[src/rtl/seven_seg_scan_pkg.sv]
// rtl/seven_seg_scan_pkg.sv - shared glyphs, FSM states and decode result type for the 7-seg scan decoder
package seven_seg_scan_pkg;

    // Active-low cathode patterns {g,f,e,d,c,b,a}; a 0 bit is a lit segment.
    localparam logic [6:0] SEG_0     = 7'h40;
    localparam logic [6:0] SEG_1     = 7'h79;
    localparam logic [6:0] SEG_2     = 7'h24;
    localparam logic [6:0] SEG_3     = 7'h30;
    localparam logic [6:0] SEG_4     = 7'h19;
    localparam logic [6:0] SEG_5     = 7'h12;
    localparam logic [6:0] SEG_6     = 7'h02;
    localparam logic [6:0] SEG_7     = 7'h78;
    localparam logic [6:0] SEG_8     = 7'h00;
    localparam logic [6:0] SEG_9     = 7'h10;
    localparam logic [6:0] SEG_BLANK = 7'h7F;
    localparam logic [6:0] SEG_HEX_A = 7'h08;
    localparam logic [6:0] SEG_HEX_B = 7'h03;
    localparam logic [6:0] SEG_HEX_C = 7'h46;
    localparam logic [6:0] SEG_HEX_D = 7'h21;
    localparam logic [6:0] SEG_HEX_E = 7'h06;
    localparam logic [6:0] SEG_HEX_F = 7'h0E;

    typedef enum logic [1:0] {
        IDLE   = 2'd0,
        SETTLE = 2'd1,
        HELD   = 2'd2
    } scan_state_t;

    typedef struct packed {
        logic [3:0] code;
        logic       blank;
        logic       err;
    } seg_result_t;

endpackage

[src/rtl/seven_seg_pattern_decoder.sv]
// rtl/seven_seg_pattern_decoder.sv - combinational glyph-to-BCD decode; SEG_DECODE_HEX_EN adds hex glyphs A-F
module seven_seg_pattern_decoder
    import seven_seg_scan_pkg::*;
(
    input  logic [6:0]  pattern,
    output seg_result_t result
);

    always_comb begin
        result = '0;
        case (pattern)
            SEG_0:     result.code = 4'd0;
            SEG_1:     result.code = 4'd1;
            SEG_2:     result.code = 4'd2;
            SEG_3:     result.code = 4'd3;
            SEG_4:     result.code = 4'd4;
            SEG_5:     result.code = 4'd5;
            SEG_6:     result.code = 4'd6;
            SEG_7:     result.code = 4'd7;
            SEG_8:     result.code = 4'd8;
            SEG_9:     result.code = 4'd9;
            SEG_BLANK: result.blank = 1'b1;
`ifdef SEG_DECODE_HEX_EN
            SEG_HEX_A: result.code = 4'hA;
            SEG_HEX_B: result.code = 4'hB;
            SEG_HEX_C: result.code = 4'hC;
            SEG_HEX_D: result.code = 4'hD;
            SEG_HEX_E: result.code = 4'hE;
            SEG_HEX_F: result.code = 4'hF;
`endif
            default:   result.err = 1'b1;
        endcase
    end

endmodule

[src/rtl/seven_seg_scan_decoder.sv]
// rtl/seven_seg_scan_decoder.sv - samples a scanned 7-seg drive, settles each digit and publishes whole frames; SEG_DECODE_HEX_EN widens the glyph set
module seven_seg_scan_decoder
    import seven_seg_scan_pkg::*;
#(
    parameter int NUM_DIGITS    = 8,
    parameter int STABLE_CYCLES = 16
) (
    input  logic                    i_sys_clk,
    input  logic                    i_reset,
    input  logic [NUM_DIGITS-1:0]   i_digits,
    input  logic [7:0]              i_segments,
    output logic [4*NUM_DIGITS-1:0] o_bcd,
    output logic [NUM_DIGITS-1:0]   o_dp,
    output logic [NUM_DIGITS-1:0]   o_blank,
    output logic [NUM_DIGITS-1:0]   o_digit_err,
    output logic                    o_frame_valid
);

    localparam int CNT_W = $clog2(STABLE_CYCLES + 1);

    logic [NUM_DIGITS-1:0]   samp_digits;
    logic [NUM_DIGITS-1:0]   prev_digits;
    logic [7:0]              samp_segments;
    logic [7:0]              prev_segments;
    logic [NUM_DIGITS-1:0]   sel;
    logic                    sel_valid;
    logic                    sample_changed;

    scan_state_t             state;
    scan_state_t             state_next;
    logic [CNT_W-1:0]        cnt;
    logic [CNT_W-1:0]        cnt_next;
    logic                    capture;

    seg_result_t             dec;
    logic [NUM_DIGITS-1:0]   seen;
    logic                    publish;
    logic [4*NUM_DIGITS-1:0] shadow_bcd;
    logic [NUM_DIGITS-1:0]   shadow_dp;
    logic [NUM_DIGITS-1:0]   shadow_blank;
    logic [NUM_DIGITS-1:0]   shadow_err;

    // Idle-looking reset values keep the first post-reset sample from matching a real select.
    always_ff @(posedge i_sys_clk) begin
        if (i_reset) begin
            samp_digits   <= '1;
            prev_digits   <= '1;
            samp_segments <= '1;
            prev_segments <= '1;
        end else begin
            samp_digits   <= i_digits;
            prev_digits   <= samp_digits;
            samp_segments <= i_segments;
            prev_segments <= samp_segments;
        end
    end

    assign sel            = ~samp_digits;
    assign sel_valid      = $onehot(sel);
    assign sample_changed = (samp_digits != prev_digits) || (samp_segments != prev_segments);

    always_ff @(posedge i_sys_clk) begin
        if (i_reset) begin
            state <= IDLE;
            cnt   <= '0;
        end else begin
            state <= state_next;
            cnt   <= cnt_next;
        end
    end

    always_comb begin
        state_next = state;
        cnt_next   = cnt;
        capture    = 1'b0;
        case (state)
            IDLE: begin
                if (sel_valid) begin
                    state_next = SETTLE;
                    cnt_next   = CNT_W'(1);
                end
            end
            SETTLE: begin
                if (!sel_valid) begin
                    state_next = IDLE;
                    cnt_next   = '0;
                end else if (sample_changed) begin
                    cnt_next = CNT_W'(1);
                end else if (cnt == CNT_W'(STABLE_CYCLES - 1)) begin
                    capture    = 1'b1;
                    cnt_next   = CNT_W'(STABLE_CYCLES);
                    state_next = HELD;
                end else begin
                    cnt_next = cnt + 1'b1;
                end
            end
            HELD: begin
                if (sample_changed) begin
                    state_next = sel_valid ? SETTLE : IDLE;
                    cnt_next   = sel_valid ? CNT_W'(1) : '0;
                end
            end
            default: begin
                state_next = IDLE;
                cnt_next   = '0;
            end
        endcase
    end

    seven_seg_pattern_decoder u_pattern_decoder (
        .pattern (samp_segments[6:0]),
        .result  (dec)
    );

    // The mask is full for exactly one cycle; that cycle publishes and clears it.
    assign publish = &seen;

    always_ff @(posedge i_sys_clk) begin
        if (i_reset) begin
            seen          <= '0;
            shadow_bcd    <= '0;
            shadow_dp     <= '0;
            shadow_blank  <= '0;
            shadow_err    <= '0;
            o_bcd         <= '0;
            o_dp          <= '0;
            o_blank       <= '0;
            o_digit_err   <= '0;
            o_frame_valid <= 1'b0;
        end else begin
            o_frame_valid <= publish;
            if (publish) begin
                o_bcd       <= shadow_bcd;
                o_dp        <= shadow_dp;
                o_blank     <= shadow_blank;
                o_digit_err <= shadow_err;
            end
            // A capture landing in the publish cycle starts the next frame.
            seen <= (publish ? '0 : seen) | (capture ? sel : '0);
            if (capture) begin
                for (int k = 0; k < NUM_DIGITS; k++) begin
                    if (sel[k]) begin
                        shadow_bcd[4*k +: 4] <= dec.code;
                        shadow_blank[k]      <= dec.blank;
                        shadow_err[k]        <= dec.err;
                        shadow_dp[k]         <= ~samp_segments[7];
                    end
                end
            end
        end
    end

endmodule

[config.mk]
export PLATFORM = sky130hd
export DESIGN_NAME = seven_seg_scan_decoder
export DESIGN_NICKNAME = d
export VERILOG_FILES = /design/src/rtl/seven_seg_scan_pkg.sv /design/src/rtl/seven_seg_pattern_decoder.sv /design/src/rtl/seven_seg_scan_decoder.sv
export SDC_FILE = /design/constraint.sdc
export NUM_CORES = 1
export LEC_CHECK = 0
export CAP_MARGIN = 20
export CORE_MARGIN = 10
export CORE_UTILIZATION = 40
export CTS_CLUSTER_SIZE = 12
export DETAILED_ROUTE_END_ITERATION = 7
export PLACE_DENSITY_LB_ADDON = 0.08
export SLEW_MARGIN = 40
export SYNTH_ARGS = -nofsm -noshare
export SYNTH_HDL_FRONTEND = slang
export SYNTH_SLANG_ARGS = --single-unit
[constraint.sdc]
create_clock -name i_sys_clk -period 3.6 [get_ports i_sys_clk]
set_clock_uncertainty 0.05 [all_clocks]
set_input_delay 0.54 -clock i_sys_clk [delete_from_list [all_inputs] [get_ports i_sys_clk]]
set_output_delay 0.54 -clock i_sys_clk [all_outputs]
set_load 0.005 [all_outputs]
==> results.md <==
- Run status: finished, violations left
- Violations in the final reports: setup timing
- Crit-path cells: fa_1, inv_1, fa_1, fa_1, ha_2, inv_2, fa_2, a211oi_2, buf_4, mux2_4, and3_4, buf_6, nand3_1, a21oi_1
- Max Root-Sink Buffers: 2
- Setup slack after layout: -0.0923 ns
- Core area: 0.0158 sq mm
- CTS Buf Count: 17
- Setup_tns: -1.76 ns
- Area contributors post-synth: dfxtp_1 (50%), a21oi_1 (9.0%), nand2_1 (8.7%)
- Syn nets: 785
- Pre-CTS setup slack: -0.135 ns
- DP HPWL: 11.5 mm
- Worst Path Required: 3.90 ns
- Clock tree from TritonCTS: done
- Crit-path max FO: 5
- Chip width: 146 um
- Seq/Total Area, Yosys: 0.503
- Row count: 46
- FILL cells: 1515
- Starting DRT DRC Count: 321
- Number of distinct library cells after synthesis: 51
- Post-Layout Cell Count: 1060
- Die ar.: 0.0214 sq mm
- Buf+Inv Stages, Crit Path: 4
- Tcrit/Tclk final: 1.03
- Die Ht: 146 um
- Pleak: 3.02 nW
- Share of the synthesized area in the top cell type: 0.503
- Max Cap Violations: 0
- Placed cell areas: 0.00754 sq mm
- Clock-pin slew on the worst setup and hold paths: 0.06 ns
- Slew Limit Fails: 0
- Worst relative slew slack: 0.347
- Max VDD drop: 0.000331 V
- Max Fclk: 0.271 GHz
- First-pass GRT wire length: 27.1 mm
- Mapped cell area: 0.00637 sq mm
- Final net count: 858
- Critical path's most frequent cell: fa_1
- Worst-Margin Slew: 0.974 ns
- Final ANT Viol Nets: 0
- Vias in the first global route: 5425
- Yosys reg bits: 160
- CP top delay family: adder cells
- Worst Hold Class: flip-flop to flip-flop
- Mapped Cells: 758
- Critical path's slowest cell: fa_1
- Total power: 4.18 mW
- IO Count: 75
- Final Critical Period: 3.69 ns
- Inserted Diodes: 0
- Gr ovfl total: 0
- TritonRoute pass-1 iters: 4
- Root buf cell: clkbuf_16
- Total GRT Usage: 0.153
- DP Cell Count: 1021
- Final setup fails: 45
- Worst Setup End Kind: flip-flop
- Starting Density: 0.404
- CP max stage delay: 0.52 ns
- DRC viols: 0
- Final instance area: 0.00851 sq mm
- Port bufs: 74
- Fin. Hold Viols: 0
- CTS HTree Levels: 4
- Total wire length: 16.4 mm
- WL per Instance: 15.5 um
- YS warnings: 0
- Final Wtd Congestion: 0.822
- Clk_lat worst skew: 0.43 ns
- Critical Path AT: 4.00 ns
- Initial antenna violation count: 0
- Mapped Avg Cell Area: 8.40 sq um
- Share of post-route cells with drive strength above 1: 0.210
- Unrepaired setup endpoints after global routing: true
- Setup CP Type: flip-flop to flip-flop
- Largest net degree at the start of global routing: 66
- Clock sinks: 160
- PwrDens: 492 mW/mm^2
- Layout area overhead: 33.6%
- Vias per std cell: 5.13
- Critical Path Start Type: flip-flop
- Vias: 5438
- Yosys top cell by area: dfxtp_1
-- cells in the final DEF (no fill, tap or decap), types with 12 or more instances in the layout --
cell type and instances:
a21oi_1 104, a21oi_2 12, buf_4 31, clkbuf_16 17
clkdlybuf4s50_1 73, dfxtp_1 159, inv_1 18, nand2_1 140
nand3_1 35, o21ai_0 22, o21ai_1 20, or2_2 26
xor2_1 16
-- sequential cells by signal, indices dropped and copies added (netlist names) --
signal / cells
o_bcd: 32
shadow_bcd: 32
o_blank: 8
o_digit_err: 8
o_dp: 8
prev_digits: 8
prev_segments: 8
samp_digits: 8
samp_segments: 8
seen: 8
shadow_blank: 8
shadow_dp: 8
shadow_err: 8
cnt: 5
state: 2
o_frame_valid: 1
-- logic make-up (layout without fill, tap and decap cells) --
| group | Yosys count | in the layout | synth area share |
|---|---|---|---|
| and+or+nand+nor | 293 | 294 | 0.225 |
| AOI/OAI and AO/OA | 185 | 185 | 0.154 |
| DFF | 160 | 160 | 0.503 |
| buffers and inverters | 84 | 168 | 0.0564 |
| xor gates and xnor gates | 17 | 17 | 0.0234 |
| muxes | 10 | 11 | 0.0159 |
| adders and majority gates | 9 | 9 | 0.0224 |
-- worst min-delay path: cells and delay by family (launching register included) --
kind	cells	cell delay [ns]
AO/OA/AOI/OAI	1	0.05
AND/OR/NAND/NOR	1	0.05
flip-flops	1	0.31
-- cells in the mapped netlist (all sizes together) --
cell type	number
dfxtp	160
nand2	148
a21oi	116
o21ai	53
nand3	50
clkbuf	45
or2	27
buf	20
inv	19
xor2	16
and3	14
mux2i	9
nor3	9
nor2	8
or3	8
nor4	6
ha	5
nand4	5
fa	4
a211oi	3
nand3b	3
nor3b	3
o22ai	3
a31oi	2
nand2b	2
nor2b	2
o311a	2
or3b	2
a2111oi	1
a211o	1
a21o	1
a22oi	1
and2	1
and4	1
mux2	1
nand4bb	1
nor4bb	1
o2111ai	1
o211ai	1
or4	1
or4bb	1
xnor2	1
-- where the power goes --
| part | switching (mW) | total [mW] | internal [mW] | leakage (nW) |
|---|---|---|---|---|
| sequential | 0.0329 | 1.83 | 1.79 | 1.30 |
| combinational | 0.209 | 0.377 | 0.168 | 1.42 |
| clock | 0.728 | 1.98 | 1.25 | 0.307 |
| total | 0.970 | 4.18 | 3.21 | 3.02 |
-- per-stage QoR --
stage | hold slack [ns] | utilization
final | 0.403 | 0.539
after CTS | 0.406 | 0.524
after detailed placement | 0.398 | 0.478
after global routing | 0.425 | 0.539
after floorplan | 0.378 | -
after global placement | 0.388 | 0.478
-- area by class of cell --
cell class | count | area, sq um | area share
inverters | 19 | 71.3 | 0.00838
flip-flops and latches | 160 | 3200 | 0.377
clock inverters | 13 | 210 | 0.0247
clock buffers | 19 | 443 | 0.0521
repair buffers | 117 | 1130 | 0.133
well taps | 216 | 270 | 0.0318
multi-input cells | 516 | 3180 | 0.374
-- metal layers --
layer / wire length, um / vias up / global-route usage
li1: - / 2722 / -
met4: 327 / 0 / 0.0561
met2: 8100 / 102 / 0.266
met5: 0 / - / 0
met3: 682 / 24 / 0.0396
met1: 7320 / 2590 / 0.178
-- what timing repair did --
| action | 4_1_cts | 5_1_grt |
|---|---|---|
| cloned | 2 | 0 |
| hold buffers | 0 | 0 |
| buffers inserted | 2 | 3 |
| resized for setup | 11 | 78 |
| endpoints found under the setup margin | 55 | 71 |
| pin swaps | 13 | 26 |
-- final timing paths --
path | endpoint | startpoint | cells after the start | slack (ns)
setup reg to reg | shadow_bcd[2] | samp_digits[0] | 14 | -0.09
hold reg to reg | o_bcd[14] | o_bcd[14] | 2 | 0.40
hold / removal | o_bcd[14] | o_bcd[14] | 2 | 0.40
setup / recovery | shadow_bcd[2] | samp_digits[0] | 14 | -0.09
No activity file was read; power rests on OpenSTA's default activity.
==> edit 1, RTL diff (config.mk and constraints unchanged) <==
The output `o_frame_valid` loses its register stage (`o_frame_valid` becomes a continuous assignment).
--- a/src/rtl/seven_seg_scan_decoder.sv
+++ b/src/rtl/seven_seg_scan_decoder.sv
@@ -128,5 +128,3 @@
             o_digit_err   <= '0;
-            o_frame_valid <= 1'b0;
         end else begin
-            o_frame_valid <= publish;
             if (publish) begin
@@ -152,2 +150,4 @@
 
+    assign o_frame_valid = publish;
+
 endmodule
Function: same outputs for any inputs over 10 cycles, from zero or initial values and one cycle with i_reset high; that may be too few to reach the edited logic, so the function may still have changed.
==> edit 1 against the original RTL <==
The run still ends with setup timing left. Sequential cell count is 1 lower. Critical endpoint is now shadow_dp[1]$_SDFFE_PP0P_. Non-clock buffer count is 1 higher. Power is 5.4% lower. Maximum frequency is 1.1% lower. Synthesized area is 0.37% lower. Global-route usage is 0.37 points lower. Setup slack worse by 39 ps. Cell area is 2.3% lower. Routed wire length is 3.0% lower.
==> edit 1: results (changes against the original RTL) <==
status=complete, but fails checks (unchanged); violated checks=setup timing (unchanged); worst min path class=flop to flop (unchanged); reg2reg path depth=13 (was 14); multiplexer share of the synthesized area=0.01597 (was 0.01591); DRT Wirelength=15940 um (was 16430 um); first-pass GRT wire length=26580 um (was 27120 um); post-synth cell types=51 (unchanged); Overall Global Routing Usage=0.1497 (was 0.1533); deepest clock path buffer count=2 (unchanged); CP Max Fanout=6 (was 5); H-tree Lvls=4 (unchanged); clock tree root driver cell=clkbuf_16 (unchanged); ANT cells=0 (unchanged); Adder-Cell Fraction of Synth Area=0.02248 (was 0.02240); ys async rst share=0 (unchanged); leakage dissipation=2.909 nW (was 3.022 nW); clk_lat worst skew=420 ps; setup ws final=-131.6 ps (was -92.28 ps); Worst VDD drop=285.3 uV (was 330.6 uV); Synth Area in XOR/XNOR=0.02347 (was 0.02338); Routability Congestion=0.8264 (was 0.8218); share of cells above drive strength 1=0.1924 (was 0.2097); Post-Synthesis Net Count=783 (was 785); 1st-pass router iterations=4 (unchanged); largest cells by area after synthesis=dfxtp_1 (50%), a21oi_1 (9.1%), nand2_1 (8.8%), nand3_1 (3.9%), o21ai_0 (3.6%) (was dfxtp_1 (50%), a21oi_1 (9.0%), nand2_1 (8.7%), nand3_1 (3.9%), o21ai_0 (3.6%)); Worst path max stage delay=530 ps; initial antenna violation count=0 (unchanged); dpl hpwl=11140 um (was 11490 um); vias post-DR=5365 (was 5438); Initial DRC Count=266 (was 321); Placed Area=7527 um2 (was 7540 um2); vias in the first global route=5329 (was 5425); Port Buf Inserts=74 (unchanged); CTS buffer count=17 (unchanged); Main synth FF type=dfxtp_1 (unchanged); crit path launch=samp_digits[0]$_SDFF_PP1_ (unchanged); slew margin rel.=0.4884 (was 0.3471); hold path startpoint=o_bcd[28]$_SDFFE_PP0P_ (was o_bcd[14]$_SDFFE_PP0P_); cell at the slowest stage of the critical path=fa_1 (unchanged); Final #Nets=856 (was 858); Synth Area in Compound Gates=0.1542 (was 0.1536); synth cell count leaders=dfxtp_1 (159), nand2_1 (148), a21oi_1 (115) (was dfxtp_1 (160), nand2_1 (148), a21oi_1 (115)); CP arrival=4040 ps (was 4000 ps); final setup fails=53 (was 45); Sw Ratio=0.2483 (was 0.2319); YS warnings=0 (unchanged); Min-Delay Endpoint=o_bcd[28]$_SDFFE_PP0P_ (was o_bcd[14]$_SDFFE_PP0P_); Top delay family on crit path=adder cells (unchanged); reg-to-reg endpoint=shadow_dp[1]$_SDFFE_PP0P_ (was shadow_bcd[2]$_SDFFE_PP0P_); sequential area share after synthesis=0.5017 (was 0.5029); Worst-path clk slew=60 ps (about the same); largest net degree at the start of global routing=115 (was 66)
edit 1: changes by cell type after synthesis:
cell / delta
buf_1: +2
clkbuf_1: -2
dfxtp_1: -1
inv_1: +1
nor2_1: -2
edit 1: cell type report:
| type | count | area (um2) |
|---|---|---|
| Tap cell | 211 | 264.0 |
| Inverter | 20 | 75.07 |
| Clock inverter | 15 | 161.4 |
| Timing Repair Buffer | 118 | 1132 |
| Sequential cell | 159 | 3184 |
| Clock buffer | 17 | 425.4 |
| Multi-Input combinational cell | 513 | 3072 |
| Fill cell | 1405 | 7057 |
edit 1: worst max path at each step:
stage / to / slack (ps) / depth (start not counted)
floorplan: shadow_dp[1]$_SDFFE_PP0P_ / -20 / 13
global placement: shadow_bcd[23]$_SDFFE_PP0P_ / -70 / 13
detailed placement: shadow_bcd[17]$_SDFFE_PP0P_ / -160 / 14
CTS: shadow_dp[1]$_SDFFE_PP0P_ / -90 / 13
global route: shadow_dp[1]$_SDFFE_PP0P_ / -280 / 13
finish: shadow_dp[1]$_SDFFE_PP0P_ / -130 / 13
edit 1: per-stage QoR:
step	setup slack [ps]	TNS [ps]	instances	power, W	hold slack [ps]
final	-131.6	-3990	1053	0.003959	401.1
after global routing	-279.4	-12800	1053	0.004096	416.2
after CTS	-94.13	-2584	1050	0.003962	405.3
after detailed placement	-163.6	-6078	1016	0.002181	396.6
after global placement	-67.82	-1654	1016	0.002172	389.7
after floorplan	-23.88	-123.7	756	0.002106	378.4
edit 1: metal layers:
metal  track usage  share of wire
met1        0.1735           0.44
met2        0.2586           0.51
met3       0.03198          0.039
met4       0.06673          0.017
met5             0              0
edit 1: cells by family (layout without fill, tap and decap cells):
logic type	Yosys count	in the layout
AOI/OAI and AO/OA	185	185
xor gates and xnor gates	17	17
adders and majority gates	9	9
buffers and inverters	85	170
DFF	159	159
muxes	10	11
and+or+nand+nor	291	291
edit 1: repair_timing:
action,CTS,global route
pin swaps,10,11
hold buffers,0,0
setup endpoints to repair,61,71
resized for setup,42,24
gates cloned,1,0
setup buffers,2,4
edit 1: power by group through the flow:
stage	clock network, W	logic (W)	registers [W]
2_1_floorplan	0	0.000271	0.00184
3_3_place_gp	0	0.000319	0.00185
3_5_place_dp	0	0.000326	0.00185
4_1_cts	0.00181	0.000341	0.00182
5_1_grt	0.00188	0.000396	0.00182
6_report	0.00178	0.000363	0.00181
edit 1: worst register-to-register path, cell delays in order, from the launching register on:
cell and delay (ps):
dfxtp_2 330, fa_1 530, inv_1 50, fa_1 450
fa_1 490, ha_2 180, inv_2 40, fa_2 390
a211oi_4 220, mux2_4 240, buf_12 150, nand3_4 80
or3_4 350, a21oi_2 130
==> edit 2, RTL diff (same flow settings) <==
Made on the original files. Set the parameter `NUM_DIGITS` to 12 (it was 8).
--- a/src/rtl/seven_seg_scan_decoder.sv
+++ b/src/rtl/seven_seg_scan_decoder.sv
@@ -4,3 +4,3 @@
 #(
-    parameter int NUM_DIGITS    = 8,
+    parameter int NUM_DIGITS    = 12,
     parameter int STABLE_CYCLES = 16
Interface: changed (5 resized); port bits go from 75 to 107. No check against the original RTL was run, so the function may have changed too.
==> edit 2 against the original RTL <==
The run still ends with setup timing left. Routed wire length up 31%. Sequential cell count up 68. Sequential power up 42%. Die area up 37%. Critical path depth up 1. Cell area up 36%. Setup slack worse by 630 ps. Synthesized area up 43%. Count of clock-buffer cells in the layout up 22. Utilization down 2.7 points. Power up 39%. Synthesized cell count up 27%.
==> edit 2: results (changes against the original RTL) <==
sequential area share after synthesis=0.5019 (was 0.5029); Overall Global Routing Usage=0.1489 (was 0.1533); bufs w/o clock=137 (was 117); DRT met1 WL=9850 um (was 7316 um); status=complete, but fails checks (unchanged); Final #Nets=1093 (was 858); GR Util met1=0.1896 (was 0.1781); Logic pwr share=0.100 (was 0.090); Worst VDD drop=286.2 uV (was 330.6 uV); metal3 WL=1243 um (was 682 um); met2 WL post-DR=10220 um (was 8103 um); clk_lat worst skew=520 ps (was 430 ps); first-pass GRT wire length=35680 um (was 27120 um); DP Cell Count=1312 (was 1021); reg-to-reg endpoint=shadow_bcd[36]$_SDFFE_PP0P_ (was shadow_bcd[2]$_SDFFE_PP0P_); DRT Wirelength=21600 um (was 16430 um); Post-Synthesis Net Count=997 (was 785); Worst path max stage delay=540 ps (was 520 ps); Min-Delay Endpoint=o_bcd[29]$_SDFFE_PP0P_ (was o_bcd[14]$_SDFFE_PP0P_); CP arrival=4640 ps (was 4000 ps); Finished Layout Cells=1361 (was 1060); H-tree Lvls=1 (was 4); met3 Usage GRT=0.03180 (was 0.03956); Sw Ratio=0.2300 (was 0.2319); dpl ws=-669.9 ps (was -134.8 ps); final setup fails=103 (was 45); setup ws final=-718.9 ps (was -92.28 ps); deepest clock path buffer count=3 (was 2); Hold WS=400.2 ps (was 402.8 ps); violated checks=setup timing (unchanged)
edit 2: changes by cell type in the layout (fill, tap and decap cells not counted), sizes merged, moves of 15 or more:
cell           before  now
nand2b              2   86
mux2i               9   85
dfxtp             160  228
o21ai              53    8
nand3              50    6
nand2             148  188
clkdlybuf4s50      73  105
clkbuf             19   42
xnor2               1   21
nand4               5   22
a21oi             116  100
xor2               16    1
edit 2: cell families (layout without fill, tap and decap cells):
| family | after synthesis | in the layout | share of synthesized area |
|---|---|---|---|
| AOI/OAI and AO/OA | 122 | 122 | 0.07346 |
| xor gates and xnor gates | 22 | 22 | 0.02201 |
| adders and majority gates | 13 | 13 | 0.02366 |
| buffers and inverters | 96 | 210 | 0.04554 |
| DFF | 228 | 228 | 0.5019 |
| muxes | 85 | 85 | 0.09355 |
| and+or+nand+nor | 396 | 396 | 0.2399 |
